## config.mk

```make
export PLATFORM = sky130hd
export DESIGN_NAME = axil_decoder_nxm
export DESIGN_NICKNAME = d
export VERILOG_FILES = /design/src/rtl/axil_decoder_nxm.sv
export SDC_FILE = /design/constraint.sdc
export NUM_CORES = 1
export LEC_CHECK = 0
export CORE_MARGIN = 5
export CORE_UTILIZATION = 35
export CTS_CLUSTER_SIZE = 28
export DETAILED_ROUTE_END_ITERATION = 8
export PLACE_DENSITY = 0.69
export REMOVE_ABC_BUFFERS = 1
export SKIP_LAST_GASP = 1
export SYNTH_ARGS = -nofsm -noshare
export SYNTH_HDL_FRONTEND = slang
export SYNTH_SLANG_ARGS = --single-unit
export TNS_END_PERCENT = 100
```

## constraint.sdc

```tcl
create_clock -name s0_axi_aclk -period 2.4 [get_ports s0_axi_aclk]
set_input_delay 0.72 -clock s0_axi_aclk [delete_from_list [all_inputs] [get_ports s0_axi_aclk]]
set_output_delay 0.72 -clock s0_axi_aclk [all_outputs]
set_load 0.03 [all_outputs]
```

## src/rtl/axil_decoder_nxm.sv

```systemverilog
// axil_decoder_nxm: AXI4-Lite 1-to-N address decoder.
// One upstream port s0 fanned out by address region to NUM_SLAVES ports m.
// Ports:
//   s0_axi_aclk/aresetn  clock, async active-low reset
//   s0_axi_aw*/w*/b*     upstream write address/data/response
//   s0_axi_ar*/r*        upstream read address/data
//   m_axi_*              downstream ports, packed; slice i = port i
// Unmapped regions answer locally with DECERR. All outputs registered.
module axil_decoder_nxm #(
  parameter int DATA_WIDTH  = 32,
  parameter int ADDR_WIDTH  = 8,
  parameter int RESP_WIDTH  = 2,
  parameter int NUM_SLAVES  = 2,
  parameter int REGION_BITS = 4
) (
  input  logic                             s0_axi_aclk,
  input  logic                             s0_axi_aresetn,
  input  logic [ADDR_WIDTH-1:0]            s0_axi_awaddr,
  input  logic                             s0_axi_awvalid,
  output logic                             s0_axi_awready,
  input  logic [DATA_WIDTH-1:0]            s0_axi_wdata,
  input  logic [DATA_WIDTH/8-1:0]          s0_axi_wstrb,
  input  logic                             s0_axi_wvalid,
  output logic                             s0_axi_wready,
  output logic [RESP_WIDTH-1:0]            s0_axi_bresp,
  output logic                             s0_axi_bvalid,
  input  logic                             s0_axi_bready,
  input  logic [ADDR_WIDTH-1:0]            s0_axi_araddr,
  input  logic                             s0_axi_arvalid,
  output logic                             s0_axi_arready,
  output logic [DATA_WIDTH-1:0]            s0_axi_rdata,
  output logic [RESP_WIDTH-1:0]            s0_axi_rresp,
  output logic                             s0_axi_rvalid,
  input  logic                             s0_axi_rready,
  output logic [NUM_SLAVES*ADDR_WIDTH-1:0] m_axi_awaddr,
  output logic [NUM_SLAVES-1:0]            m_axi_awvalid,
  input  logic [NUM_SLAVES-1:0]            m_axi_awready,
  output logic [NUM_SLAVES*DATA_WIDTH-1:0] m_axi_wdata,
  output logic [NUM_SLAVES*DATA_WIDTH/8-1:0] m_axi_wstrb,
  output logic [NUM_SLAVES-1:0]            m_axi_wvalid,
  input  logic [NUM_SLAVES-1:0]            m_axi_wready,
  input  logic [NUM_SLAVES*RESP_WIDTH-1:0] m_axi_bresp,
  input  logic [NUM_SLAVES-1:0]            m_axi_bvalid,
  output logic [NUM_SLAVES-1:0]            m_axi_bready,
  output logic [NUM_SLAVES*ADDR_WIDTH-1:0] m_axi_araddr,
  output logic [NUM_SLAVES-1:0]            m_axi_arvalid,
  input  logic [NUM_SLAVES-1:0]            m_axi_arready,
  input  logic [NUM_SLAVES*DATA_WIDTH-1:0] m_axi_rdata,
  input  logic [NUM_SLAVES*RESP_WIDTH-1:0] m_axi_rresp,
  input  logic [NUM_SLAVES-1:0]            m_axi_rvalid,
  output logic [NUM_SLAVES-1:0]            m_axi_rready
);

  localparam int NS = NUM_SLAVES;
  localparam int AW = ADDR_WIDTH;
  localparam int DW = DATA_WIDTH;
  localparam int RW = RESP_WIDTH;
  localparam int SW = DATA_WIDTH / 8;
  localparam int IW = ADDR_WIDTH - REGION_BITS;
  localparam logic [RW-1:0] DECERR = RW'(3);

  typedef enum logic [1:0] {
    W_IDLE, W_FWD, W_BWAIT, W_RESP
  } w_state_t;

  typedef enum logic [1:0] {
    R_IDLE, R_FWD, R_DWAIT, R_RESP
  } r_state_t;

  typedef struct packed {
    w_state_t         st;
    logic             aw_held;
    logic             w_held;
    logic [AW-1:0]    addr;
    logic [DW-1:0]    data;
    logic [SW-1:0]    strb;
    logic [NS-1:0]    sel;
    logic             awready;
    logic             wready;
    logic [NS-1:0]    awvalid;
    logic [NS-1:0]    wvalid;
    logic [NS-1:0]    bready;
    logic [NS*AW-1:0] m_addr;
    logic [NS*DW-1:0] m_data;
    logic [NS*SW-1:0] m_strb;
    logic             bvalid;
    logic [RW-1:0]    bresp;
  } wr_t;

  typedef struct packed {
    r_state_t         st;
    logic [NS-1:0]    sel;
    logic             arready;
    logic [NS-1:0]    arvalid;
    logic [NS-1:0]    rready;
    logic [NS*AW-1:0] m_addr;
    logic             rvalid;
    logic [DW-1:0]    rdata;
    logic [RW-1:0]    rresp;
  } rd_t;

  // One-hot port select; all-zero means the address is unmapped.
  function automatic logic [NS-1:0] decode(
    input logic [AW-1:0] a
  );
    logic [IW-1:0] idx;
    logic [NS-1:0] oh;
    idx = a[AW-1:REGION_BITS];
    oh  = '0;
    for (int i = 0; i < NS; i++)
      oh[i] = (idx == IW'(i));
    return oh;
  endfunction

  function automatic logic [RW-1:0] pick_resp(
    input logic [NS*RW-1:0] bus,
    input logic [NS-1:0]    sel
  );
    logic [RW-1:0] r;
    r = '0;
    for (int i = 0; i < NS; i++)
      if (sel[i]) r = r | bus[i*RW +: RW];
    return r;
  endfunction

  function automatic logic [DW-1:0] pick_data(
    input logic [NS*DW-1:0] bus,
    input logic [NS-1:0]    sel
  );
    logic [DW-1:0] r;
    r = '0;
    for (int i = 0; i < NS; i++)
      if (sel[i]) r = r | bus[i*DW +: DW];
    return r;
  endfunction

  wr_t wq, wn;
  rd_t rq, rn;
  logic [NS-1:0] w_hit, r_hit;
  logic aw_fin, w_fin;

  // A downstream channel is finished once its valid has been accepted.
  assign aw_fin = ~|wq.awvalid
                | |(wq.awvalid & m_axi_awready);
  assign w_fin  = ~|wq.wvalid
                | |(wq.wvalid & m_axi_wready);

  always_ff @(posedge s0_axi_aclk or negedge s0_axi_aresetn) begin
    if (!s0_axi_aresetn) begin
      wq <= '0;
      rq <= '0;
    end else begin
      wq <= wn;
      rq <= rn;
    end
  end

  always_comb begin
    wn    = wq;
    w_hit = '0;
    unique case (wq.st)
      W_IDLE: begin
        if (wq.awready && s0_axi_awvalid) begin
          wn.aw_held = 1'b1;
          wn.addr    = s0_axi_awaddr;
        end
        if (wq.wready && s0_axi_wvalid) begin
          wn.w_held = 1'b1;
          wn.data   = s0_axi_wdata;
          wn.strb   = s0_axi_wstrb;
        end
        wn.awready = !wn.aw_held;
        wn.wready  = !wn.w_held;
        // Decide on the capturing edge so a miss answers one edge later.
        if (wn.aw_held && wn.w_held) begin
          w_hit      = decode(wn.addr);
          wn.aw_held = 1'b0;
          wn.w_held  = 1'b0;
          wn.awready = 1'b0;
          wn.wready  = 1'b0;
          wn.sel     = w_hit;
          if (|w_hit) begin
            wn.st      = W_FWD;
            wn.awvalid = w_hit;
            wn.wvalid  = w_hit;
            for (int i = 0; i < NS; i++) begin
              wn.m_addr[i*AW +: AW] = w_hit[i] ? wn.addr : '0;
              wn.m_data[i*DW +: DW] = w_hit[i] ? wn.data : '0;
              wn.m_strb[i*SW +: SW] = w_hit[i] ? wn.strb : '0;
            end
          end else begin
            wn.st     = W_RESP;
            wn.bvalid = 1'b1;
            wn.bresp  = DECERR;
          end
        end
      end
      W_FWD: begin
        if (aw_fin) wn.awvalid = '0;
        if (w_fin)  wn.wvalid  = '0;
        if (aw_fin && w_fin) begin
          wn.st     = W_BWAIT;
          wn.bready = wq.sel;
        end
      end
      W_BWAIT: begin
        if (|(m_axi_bvalid & wq.sel)) begin
          wn.bready = '0;
          wn.bvalid = 1'b1;
          wn.bresp  = pick_resp(m_axi_bresp, wq.sel);
          wn.st     = W_RESP;
        end
      end
      W_RESP: begin
        if (s0_axi_bready) begin
          wn.bvalid  = 1'b0;
          wn.awready = 1'b1;
          wn.wready  = 1'b1;
          wn.st      = W_IDLE;
        end
      end
      default: wn = '0;
    endcase
  end

  always_comb begin
    rn    = rq;
    r_hit = '0;
    unique case (rq.st)
      R_IDLE: begin
        rn.arready = 1'b1;
        if (rq.arready && s0_axi_arvalid) begin
          r_hit      = decode(s0_axi_araddr);
          rn.arready = 1'b0;
          rn.sel     = r_hit;
          if (|r_hit) begin
            rn.st      = R_FWD;
            rn.arvalid = r_hit;
            for (int i = 0; i < NS; i++)
              rn.m_addr[i*AW +: AW] =
                r_hit[i] ? s0_axi_araddr : '0;
          end else begin
            rn.st     = R_RESP;
            rn.rvalid = 1'b1;
            rn.rdata  = '0;
            rn.rresp  = DECERR;
          end
        end
      end
      R_FWD: begin
        if (|(rq.arvalid & m_axi_arready)) begin
          rn.arvalid = '0;
          rn.rready  = rq.sel;
          rn.st      = R_DWAIT;
        end
      end
      R_DWAIT: begin
        if (|(m_axi_rvalid & rq.sel)) begin
          rn.rready = '0;
          rn.rvalid = 1'b1;
          rn.rdata  = pick_data(m_axi_rdata, rq.sel);
          rn.rresp  = pick_resp(m_axi_rresp, rq.sel);
          rn.st     = R_RESP;
        end
      end
      R_RESP: begin
        if (s0_axi_rready) begin
          rn.rvalid  = 1'b0;
          rn.arready = 1'b1;
          rn.st      = R_IDLE;
        end
      end
      default: rn = '0;
    endcase
  end

  assign s0_axi_awready = wq.awready;
  assign s0_axi_wready  = wq.wready;
  assign s0_axi_bvalid  = wq.bvalid;
  assign s0_axi_bresp   = wq.bresp;
  assign m_axi_awaddr   = wq.m_addr;
  assign m_axi_awvalid  = wq.awvalid;
  assign m_axi_wdata    = wq.m_data;
  assign m_axi_wstrb    = wq.m_strb;
  assign m_axi_wvalid   = wq.wvalid;
  assign m_axi_bready   = wq.bready;

  assign s0_axi_arready = rq.arready;
  assign s0_axi_rvalid  = rq.rvalid;
  assign s0_axi_rdata   = rq.rdata;
  assign s0_axi_rresp   = rq.rresp;
  assign m_axi_araddr   = rq.m_addr;
  assign m_axi_arvalid  = rq.arvalid;
  assign m_axi_rready   = rq.rready;

endmodule

```

* Word level (Yosys, flattened, before mapping)
Cells that the tools add are included.
** Storage, ports and cells
- Flip-flop bits (word level) :: 209
- Bits of input ports :: 141
- Logic and storage cells :: 175
** Operators by class
- Multiplexer cells :: 68
- Bitwise gates (word level) :: 10
- Reduce and logical (&&, ||, !) cells :: 49
- Eq/ne operators :: 22
** Operators with widths (number)
- two-way mux 32 bit :: 6
- two-way mux 35 bit :: 3
- case mux 34 bit (2 select lines) :: 1
- two-way mux 8 bit :: 6
- two-way mux 2 bit :: 23
- two-way mux 36 bit :: 1
- bitwise OR 32 bit :: 1
- inequality test 2 bit, second input constant :: 14
- AND reduction 4 bit :: 7
- two-way mux 4 bit :: 5
- case mux 2 bit (2 select lines) :: 5
- OR reduction 2 bit :: 9
- case mux 2 bit (4 select lines) :: 2
- nonzero test 2 bit :: 8
- AND reduction 3 bit :: 4
- bitwise AND 2 bit :: 5
- AND reduction 5 bit :: 2
- two-way mux 3 bit :: 3
- == test 2 bit, second input constant :: 4
- == test 4 x 1 -> 1 bit, second input constant :: 2
- zero test 4 bit :: 2
- case mux 4 bit (2 select lines) :: 1
- AND reduction 2 bit :: 4
- two-way mux 1 bit :: 7
- other kinds (11) :: 24

* Longest topological paths before layout
Gate-level depths: netlist of the first run.
- Word-level depth :: 8
- Depth in mapped cells :: 9
- Depth with buffers taken out :: 7

* Worst setup path before layout of the first run
Ideal clock, no wire load.
- Path kind :: in2reg
- From :: input port s0_axi_araddr[5]
- To :: register rq (netlist bit s0_axi_rresp[0])
- Data required time :: 2.258 ns
- Slack :: 0.321 ns
- Data arrival time :: 1.938 ns
- Stages on the path :: 7
- Setup time :: 0.142 ns
- Path buffers :: 2
- Path through :: or3_1 -> nor2b_1 -> mux2i_1 -> or2_2 -> clkbuf_1 -> buf_2 -> a32oi_1
** On the way
- Cells in the longest elaborated chain, start to end :: 4
- Elaborated cells on any way between the ends :: 5
- Classes of those cells :: eq/ne: 2; reduce/logical: 3
** RTL lines
- start: declaration :: line 28 : input logic [ADDR_WIDTH-1:0] s0_axi_araddr,
- == test 4 x 1 -> 1 bit or zero test 4 bit (tied branches) :: line 111 : oh[i] = (idx == IW'(i));
- OR reduction 2 bit (*) :: line 236 : if (|r_hit) begin
- inequality test 2 bit (no line) (*)
- AND reduction 4 bit (no line) (*)
- end signal: assignment :: line 154 : rq <= rn;
- end: declaration :: line 138 : rd_t rq, rn;
Every way passes the cells marked *; elsewhere a longest branch is shown, timed or not.
A chain may end at the register's enable or synchronous reset.

* Worst setup path in the final report of the first run
- From :: register wq (netlist bit m_axi_awvalid[0])
- To :: output port m_axi_awvalid[0]
** RTL lines
- start: declaration :: line 137 : wr_t wq, wn;
- start signal: assignment :: line 153 : wq <= wn;
- end: declaration :: line 36 : output logic [NUM_SLAVES-1:0] m_axi_awvalid,
No word-level cell between the ends.

==> results of run 1 <==
==> cell families (layout without fill, tap and decap cells) <==
family	after synthesis	count (layout)	synth area share
adder cells (fa/ha/maj)	9	9	0.0111
buffers and inverters	219	416	0.142
flip-flops	209	209	0.516
multiplexers	91	91	0.0957
AO/OA/AOI/OAI	214	214	0.165
AND/OR/NAND/NOR	167	167	0.0705
==> power by group through the flow <==
stage | combinational, mW | sequential, mW | clock [mW]
6_report | 5.81 | 5.20 | 3.99
5_1_grt | 6.27 | 5.34 | 4.26
4_1_cts | 5.90 | 5.20 | 4.09
3_5_place_dp | 5.89 | 5.24 | 0
3_3_place_gp | 5.78 | 5.23 | 0
2_1_floorplan | 2.15 | 6.25 | 0
==> per-stage QoR <==
| step | TNS, ps | util | power (mW) | hold WS [ps] | setup WS, ps |
|---|---|---|---|---|---|
| floorplan | -399570 | - | 8.40 | 424 | -3500 |
| global placement | -13850 | 0.448 | 11.0 | 458 | -183 |
| detailed placement | -18100 | 0.448 | 11.1 | 465 | -268 |
| CTS | 0 | 0.479 | 15.2 | 201 | 4.73 |
| global route | 0 | 0.479 | 15.9 | 213 | 0.132 |
| finish | 0 | 0.479 | 15.0 | 187 | 50.3 |
==> cell type report <==
type / count / area, um2
Fill cell: 2571 / 14900
Sequential cell: 209 / 5230
Timing Repair Buffer: 359 / 3590
Multi-Input combinational cell: 481 / 3490
Clock buffer: 34 / 729
Tap cell: 384 / 480
Clock inverter: 9 / 153
Inverter: 14 / 52.6
==> flip-flops by register name (all words and copies together), names as in the netlist <==
| name | count |
|---|---|
| s0_axi_rresp | 2 |
| s0_axi_awready | 1 |
| m_axi_bready | 2 |
| wq | 50 |
| s0_axi_rdata | 32 |
| s0_axi_bresp | 2 |
| s0_axi_arready | 1 |
| m_axi_rready | 2 |
| m_axi_arvalid | 2 |
| rq | 4 |
| s0_axi_wready | 1 |
| m_axi_wstrb | 8 |
| m_axi_wvalid | 2 |
| m_axi_araddr | 16 |
| s0_axi_bvalid | 1 |
| m_axi_awaddr | 16 |
| s0_axi_rvalid | 1 |
| m_axi_wdata | 64 |
| m_axi_awvalid | 2 |
==> cell usage in the layout (no fill, tap or decap), types with 12 or more instances in the layout <==
master,instances
mux2_2,47
nand2_1,118
clkbuf_16,25
clkdlybuf4s50_1,290
o21ai_0,25
inv_1,14
o2bb2ai_1,32
dfrtp_1,209
buf_12,12
buf_4,52
o31ai_1,69
mux2i_1,43
a22oi_1,38
and2_1,15
==> final timing paths <==
kind | end | start | slack [ps] | depth (start not counted)
worst max register to register | m_axi_wdata[14]$_DFFE_PN0P_ | wq[148]$_DFFE_PN0P_ | 410 | 6
worst min-delay path | s0_axi_rdata[30]$_DFFE_PN0P_ | s0_axi_aresetn | 190 | 1
max in group asynchronous | wq[123]$_DFFE_PN0P_ | s0_axi_aresetn | 1490 | 2
worst max-delay path | m_axi_awvalid[0] | m_axi_awvalid[0]$_DFFE_PN0P_ | 50 | 1
min in group s0_axi_aclk | m_axi_wstrb[3]$_DFFE_PN0P_ | m_axi_wstrb[3]$_DFFE_PN0P_ | 480 | 2
worst min register to register | m_axi_wstrb[3]$_DFFE_PN0P_ | m_axi_wstrb[3]$_DFFE_PN0P_ | 480 | 2
==> per-layer routing <==
layer  GRT usage  up-vias
met5           0        -
met4      0.0290        0
met3      0.0519       27
met2       0.269      275
met1       0.216     3546
li1            -     3444
==> repair_timing <==
action	CTS	global route
endpoints found under the setup margin	2	2
endpoints found under the hold margin	0	0
gates resized for setup	2	2
setup buffers	0	0
==> impl_metrics.yaml, run 1 <==
outcome:
  status: "completed"
timing:
  fmax_mhz: 426
  slew_headroom: 0.613
  skew_ps: 19.3
  period_share: 0.979
  period_minus_slack_ps: 2350
  hold_viol_final: 0
  rsz0062_at_grt: "false"
  worst_pin_slew_ps: 580
  final_max_slew_viol_count: 0
  finalSetupViolCount: 0
floorplanning:
  rows: 62
  initial_core_util: 0.354
  dieArea_um2: 32400
  ioPinCount: 296
  core_area_um2: 28600
  dieWidth_um: 180
  die_h_um: 180
grt:
  grt_pass1_wl_mm: 43.8
  grtUsageTotal: 0.164
  antenna_found_initial: 0
  grt_pass1_vias: 7682
  overflow: 0
  grt_max_degree: 63
power_and_ir_drop:
  net-switching-power_mw: 5.31
  combPwrFrac: 0.388
  p_per_area_nw_per_um2: 1090
  switching_share: 0.354
  peakVddDrop_uv: 741
  clkPwrFrac: 0.266
  p_int_mw: 9.68
  p_leak_nw: 5.80
  seqPwrFrac: 0.347
finish:
  design_area_um2: 13700
  diodes: 0
  drive_gt1_frac: 0.156
  fin_cells: 1490
  area_delta_synth_final_pct: 35.5
  nets: 1240
place:
  io_buffers: 295
  gp_congestion: 0.827
  dp_hpwl_mm: 19.8
  dp_cells: 1447
  dpl_cell_area_um2: 12800
clock_network:
  cts-root-buf: "clkbuf_16"
  cts_hold_buf: 0
  clock-sinks: 209
  clockBufferDepth: 3
  clkLatencyLatePin_ps: 510
  htree_num_levels: 1
  clkTransAtPathRegs_ps: 60
  cts_made_buffers: 25
  tritoncts: "done"
worst_setup_path:
  critical_path_arrival_ps: 1630
  cp_num_buf_inv: 1
  cp_top_family: "buffers and inverters"
  cp_slowest_cell: "clkdlybuf4s50_1"
  worstSetupPathType: "reg2out"
  worstSetupEndpointType: "primary output"
  cp_max_fo: 4
  cp_cell_sequence: "clkdlybuf4s50_1"
  cp_slowest_stage_delay_ps: 720
  required_ps: 1680
  critPathLaunchType: "flop"
synth:
  netlist_top_cells_count: "209 x dfrtp_1, 150 x buf_4, 120 x nand2_1"
  synthCells: 909
  yosys-top-cells-area: "dfrtp_1 52%, buf_4 11%, mux2_2 5.2%"
  synth-seq-cells: 209
  synth_top_area_share: 0.516
  yosys.area.top_type: "dfrtp_1"
  synth_area_um2: 10100
  ys_types: 48
  yosys_warnings: 0
  synth_ff_type: "dfrtp_1"
  ys_seq_area_frac: 0.516
  synthArstFlopShare: 1.00
  synth_edf_count: 0
  synth.most_common_cell: "dfrtp_1"
  syn_avg_cell_area_um2: 11.1
hold_path:
  hold_path.class: "in2async"
route:
  firstDrtPassIters: 4
  via_per_inst: 4.89
  first_iter_violations: 308
  vias: 7292
  wirelength_met1_mm: 11.9
  met3WireLength_mm: 2.37
  drc: 0
  route.antenna.remaining_nets: 0
  top_layer: "met4"
  wl_mm: 27.0
  wl_met2_mm: 12.4
  wire_per_inst_um: 18.1
flow_run:
  cap_viol_max_count: 0
Note: power is estimated with default switching activity, not from simulation.
==> run 2: changes to the inputs <==
--- a/config.mk
+++ b/config.mk
@@ -7,6 +7,7 @@
 export LEC_CHECK = 0
 export CORE_MARGIN = 5
 export CORE_UTILIZATION = 35
+export CTS_BUF_LIST = sky130_fd_sc_hd__clkbuf_2
 export CTS_CLUSTER_SIZE = 28
 export DETAILED_ROUTE_END_ITERATION = 8
 export PLACE_DENSITY = 0.69
==> impl_metrics.yaml, run 2 (synthesis results as in run 1) <==
floorplanning:
  core_area_um2: 28600
  die_h_um: 180
  dieWidth_um: 180
  ioPinCount: 296
  dieArea_um2: 32400
  rows: 62
  initial_core_util: 0.354
route:
  vias: 7430
  first_iter_violations: 316
  wl_mm: 27.1
  wire_per_inst_um: 17.6
  drc: 0
  firstDrtPassIters: 4
  via_per_inst: 4.81
  route.antenna.remaining_nets: 0
clock_network:
  cts-root-buf: "clkbuf_2"
  clkTransAtPathRegs_ps: 100
  clockBufferDepth: 3
  clkLatencyLatePin_ps: 820
  cts_made_buffers: 56
  post_cts_buffers: 0
  clock-sinks: 209
  htree_num_levels: 2
  tritoncts: "done"
timing:
  whs_ps: 438
  rsz0062_at_grt: "true"
  skew_ps: 74.0
  finalWorstSetupSlack_ps: 120
  final_max_slew_viol_count: 0
  finalSetupViolCount: 0
  fmax_mhz: 439
  period_minus_slack_ps: 2280
  hold_viol_final: 0
  period_share: 0.950
  slew_headroom: 0.625
  worst_pin_slew_ps: 562
worst_setup_path:
  cp_top_family: "buffers and inverters"
  cp_slowest_stage_delay_ps: 410
  critPathLaunchType: "flop"
  worstSetupPathType: "reg2out"
  cp_num_buf_inv: 1
  cp_slowest_cell: "dlygate4sd2_1"
  critical_path_arrival_ps: 1560
  required_ps: 1680
  cp_max_fo: 3
  worstSetupEndpointType: "primary output"
  cp_cell_sequence: "dlygate4sd2_1"
place:
  dp_hpwl_mm: 19.8
  dpl_worst_slack_ps: -268
  gp_congestion: 0.827
  io_buffers: 295
  dp_cells: 1447
grt:
  grtUsageTotal: 0.166
  antenna_found_initial: 1
  grt_pass1_vias: 8019
  overflow: 0
  grt_max_degree: 63
  grt_pass1_wl_mm: 44.3
finish:
  num-fill-cells: 2692
  layout_common_cells: "208 x dfrtp_1, 139 x clkdlybuf4s50_1, 130 x clkbuf_2"
  area_delta_synth_final_pct: 29.3
  nets: 1272
  fin_cells: 1546
  layout_commonest_cell: "dfrtp_1"
  largest_reg_flops: 64
  drive_gt1_frac: 0.284
hold_path:
  hold_path.class: "in2async"
power_and_ir_drop:
  p_per_area_nw_per_um2: 999
  p_total_mw: 13.1
  p_leak_nw: 5.89
  peakVddDrop_uv: 669
outcome:
  status: "completed"
flow_run:
  cap_viol_max_count: 0
-- run 2: metal layers --
layer / vias to the layer above / track usage / wire length (um)
met1: 3556 / 0.212 / 12000
met3: 34 / 0.0610 / 2420
li1: 3541 / - / -
met4: 0 / 0.0439 / 371
met5: - / 0 / 0
met2: 299 / 0.269 / 12400
-- run 2: through the flow --
stage	TNS (ps)	utilization	area [um2]
after floorplan	-399570	-	8750
after global placement	-13850	0.448	12800
after detailed placement	-18100	0.448	12800
after CTS	-165	0.467	13400
after global routing	-5.74	0.458	13100
final	0	0.458	13100
-- run 2: final timing paths --
check                                             from                           end  slack, ps  cells after the start
min in group s0_axi_aclk   m_axi_wdata[39]$_DFFE_PN0P_   m_axi_wdata[39]$_DFFE_PN0P_        490                      2
setup / recovery             s0_axi_wready$_DFFE_PN0P_                 s0_axi_wready        120                      1
hold reg to reg            m_axi_wdata[39]$_DFFE_PN0P_   m_axi_wdata[39]$_DFFE_PN0P_        490                      2
setup reg to reg                   wq[147]$_DFFE_PN0P_   m_axi_wdata[21]$_DFFE_PN0P_        440                      6
max in group asynchronous               s0_axi_aresetn           wq[100]$_DFFE_PN0P_       1210                      3
hold / removal                          s0_axi_aresetn  s0_axi_rdata[30]$_DFFE_PN0P_        440                      2
-- run 2: timing repair --
action / 4_1_cts / 5_1_grt
endpoints found under the setup margin: 155 / 72
hold endpoints to repair: 51 / 0
gates resized for setup: 340 / 80
hold buffers: 1 / 0
-- run 2: power by group --
part	switching (mW)	leakage, nW	internal, mW
registers	0.652	2.72	4.53
clock network	1.48	0.371	0.972
logic	3.21	2.80	2.24
-- run 2: area by class of cell --
class                           count  area [um2]  area share
Antenna cell                        1        2.50    0.000191
Clock buffer                       76         380      0.0290
Clock inverter                     21         114     0.00869
Inverter                           14        52.6     0.00401
Multi-Input combinational cell    481        3490       0.266
Sequential cell                   209        5230       0.399
Tap cell                          384         480      0.0367
Timing Repair Buffer              360        3350       0.256
==> run 3: changes to the inputs <==
--- a/config.mk
+++ b/config.mk
@@ -5,12 +5,13 @@
 export SDC_FILE = /design/constraint.sdc
 export NUM_CORES = 1
 export LEC_CHECK = 0
+export CAP_MARGIN = 40
 export CORE_MARGIN = 5
 export CORE_UTILIZATION = 35
 export CTS_BUF_LIST = sky130_fd_sc_hd__clkbuf_2
 export CTS_CLUSTER_SIZE = 28
 export DETAILED_ROUTE_END_ITERATION = 8
-export PLACE_DENSITY = 0.69
+export GPL_TIMING_DRIVEN = 0
 export REMOVE_ABC_BUFFERS = 1
 export SKIP_LAST_GASP = 1
 export SYNTH_ARGS = -nofsm -noshare
==> impl_metrics.yaml, run 3 (synthesis results as in run 1) <==
outcome:
  status: "completed"
route:
  drc: 0
  top_layer: "met5"
  wirelength_met1_mm: 11.5
  first_iter_violations: 316
  via_per_inst: 4.87
  route.antenna.remaining_nets: 0
  vias: 7304
  wire_per_inst_um: 18.4
  firstDrtPassIters: 5
  wl_mm: 27.6
  wl_met2_mm: 12.4
  met3WireLength_mm: 3.06
worst_setup_path:
  cp_cell_sequence: "clkdlybuf4s15_1"
  cp_max_fo: 2
  critPathLaunchType: "flop"
  critical_path_arrival_ps: 1550
  worstSetupPathType: "reg2out"
  worstSetupEndpointType: "primary output"
  cp_top_family: "buffers and inverters"
  cp_slowest_cell: "clkdlybuf4s15_1"
  cp_num_buf_inv: 1
  cp_slowest_stage_delay_ps: 400
  required_ps: 1680
grt:
  grtUsageTotal: 0.164
  grt_pass1_vias: 7681
  grt_pass1_wl_mm: 43.6
  grt_max_degree: 82
  antenna_found_initial: 3
  overflow: 0
finish:
  design_area_um2: 13000
  final_core_util: 0.454
  num-fill-cells: 2723
  area_delta_synth_final_pct: 28.2
  layout_commonest_cell: "dfrtp_1"
  regArea_um2: 5230
  layout_common_cells: "208 x dfrtp_1, 139 x clkdlybuf4s50_1, 117 x nand2_1"
  drive_gt1_frac: 0.212
  largest_reg_flops: 64
  multi_input_area_um2: 3510
  nets: 1221
clock_network:
  clkLatencyLatePin_ps: 800
  clockBufferDepth: 3
  tritoncts: "done"
  cts_made_buffers: 57
  cts-root-buf: "clkbuf_2"
  clock-sinks: 209
  clkTransAtPathRegs_ps: 90
  htree_num_levels: 2
floorplanning:
  die_h_um: 180
  dieArea_um2: 32400
  rows: 62
  dieWidth_um: 180
  initial_core_util: 0.354
  core_area_um2: 28600
  ioPinCount: 296
timing:
  hold_viol_final: 0
  fmax_mhz: 441
  period_minus_slack_ps: 2270
  finalSetupViolCount: 0
  period_share: 0.946
  worst_pin_slew_ps: 578
  slew_headroom: 0.606
  finalWorstSetupSlack_ps: 130
  skew_ps: 44.8
  final_max_slew_viol_count: 0
  rsz0062_at_grt: "false"
  whs_ps: 475
power_and_ir_drop:
  peakVddDrop_uv: 589
  p_per_area_nw_per_um2: 1020
  p_leak_nw: 5.80
  p_total_mw: 13.2
hold_path:
  hold_path.class: "reg2reg"
place:
  dpl_cell_area_um2: 12500
  gp_congestion: 0.822
  io_buffers: 295
  dpl_worst_slack_ps: -752
  dp_hpwl_mm: 19.4
flow_run:
  cap_viol_max_count: 0
run 3: changes by cell type in the layout (fill, tap and decap cells not counted), sizes merged:
cell           previous run  this run
buf                      69        14
clkbuf                  131       105
clkinvlp                  0         1
clkdlybuf4s15            79        92
clkinv                   20        15
bufinv                    1         2
dlygate4sd2              17        42
run 3: layout make-up:
type,instances,share of cell area
Antenna cell,1,0.000193
Inverter,14,0.00405
Tap cell,384,0.0370
Multi-Input combinational cell,481,0.271
Clock buffer,85,0.0328
Clock inverter,18,0.00973
Sequential cell,209,0.403
Timing Repair Buffer,308,0.243
run 3: what timing repair did:
| item | 4_1_cts | 5_1_grt |
|---|---|---|
| endpoints found under the setup margin | 175 | 107 |
| buffers inserted | 0 | 0 |
| hold endpoints to repair | 70 | 0 |
| gates cloned | 0 | 0 |
| hold buffers | 1 | 0 |
| gates resized for setup | 291 | 48 |
| pin swaps | 0 | 0 |
run 3: metrics by stage:
step | TNS [ps] | cells
after global placement | -2654050 | 1383
after floorplan | -399570 | 704
after CTS | -152 | 1499
after global routing | 0 | 1500
final | 0 | 1500
after detailed placement | -101990 | 1395
run 3: final timing paths:
check / start / endpoint / slack (ps) / cells past startpoint
min in group asynchronous: s0_axi_aresetn / m_axi_awaddr[1]$_DFFE_PN0P_ / 490 / 2
min reg2reg: m_axi_wstrb[3]$_DFFE_PN0P_ / m_axi_wstrb[3]$_DFFE_PN0P_ / 480 / 2
max: m_axi_araddr[12]$_DFFE_PN0P_ / m_axi_araddr[12] / 130 / 1
min: m_axi_wstrb[3]$_DFFE_PN0P_ / m_axi_wstrb[3]$_DFFE_PN0P_ / 480 / 2
max in group asynchronous: s0_axi_aresetn / s0_axi_awready$_DFFE_PN0P_ / 1090 / 3
max reg2reg: wq[147]$_DFFE_PN0P_ / m_axi_wdata[6]$_DFFE_PN0P_ / 260 / 6
run 3: per-layer routing:
layer / track usage / vias up
li1: - / 3459
met1: 0.204 / 3495
met2: 0.255 / 299
met3: 0.0779 / 49
met4: 0.0487 / 2
met5: 0 / -
run 3: power breakdown:
| part | total, mW | internal (mW) | leakage (nW) | switching (mW) |
|---|---|---|---|---|
| logic | 5.40 | 2.14 | 2.67 | 3.26 |
| clock network | 2.67 | 1.16 | 0.410 | 1.51 |
| registers | 5.12 | 4.53 | 2.72 | 0.591 |
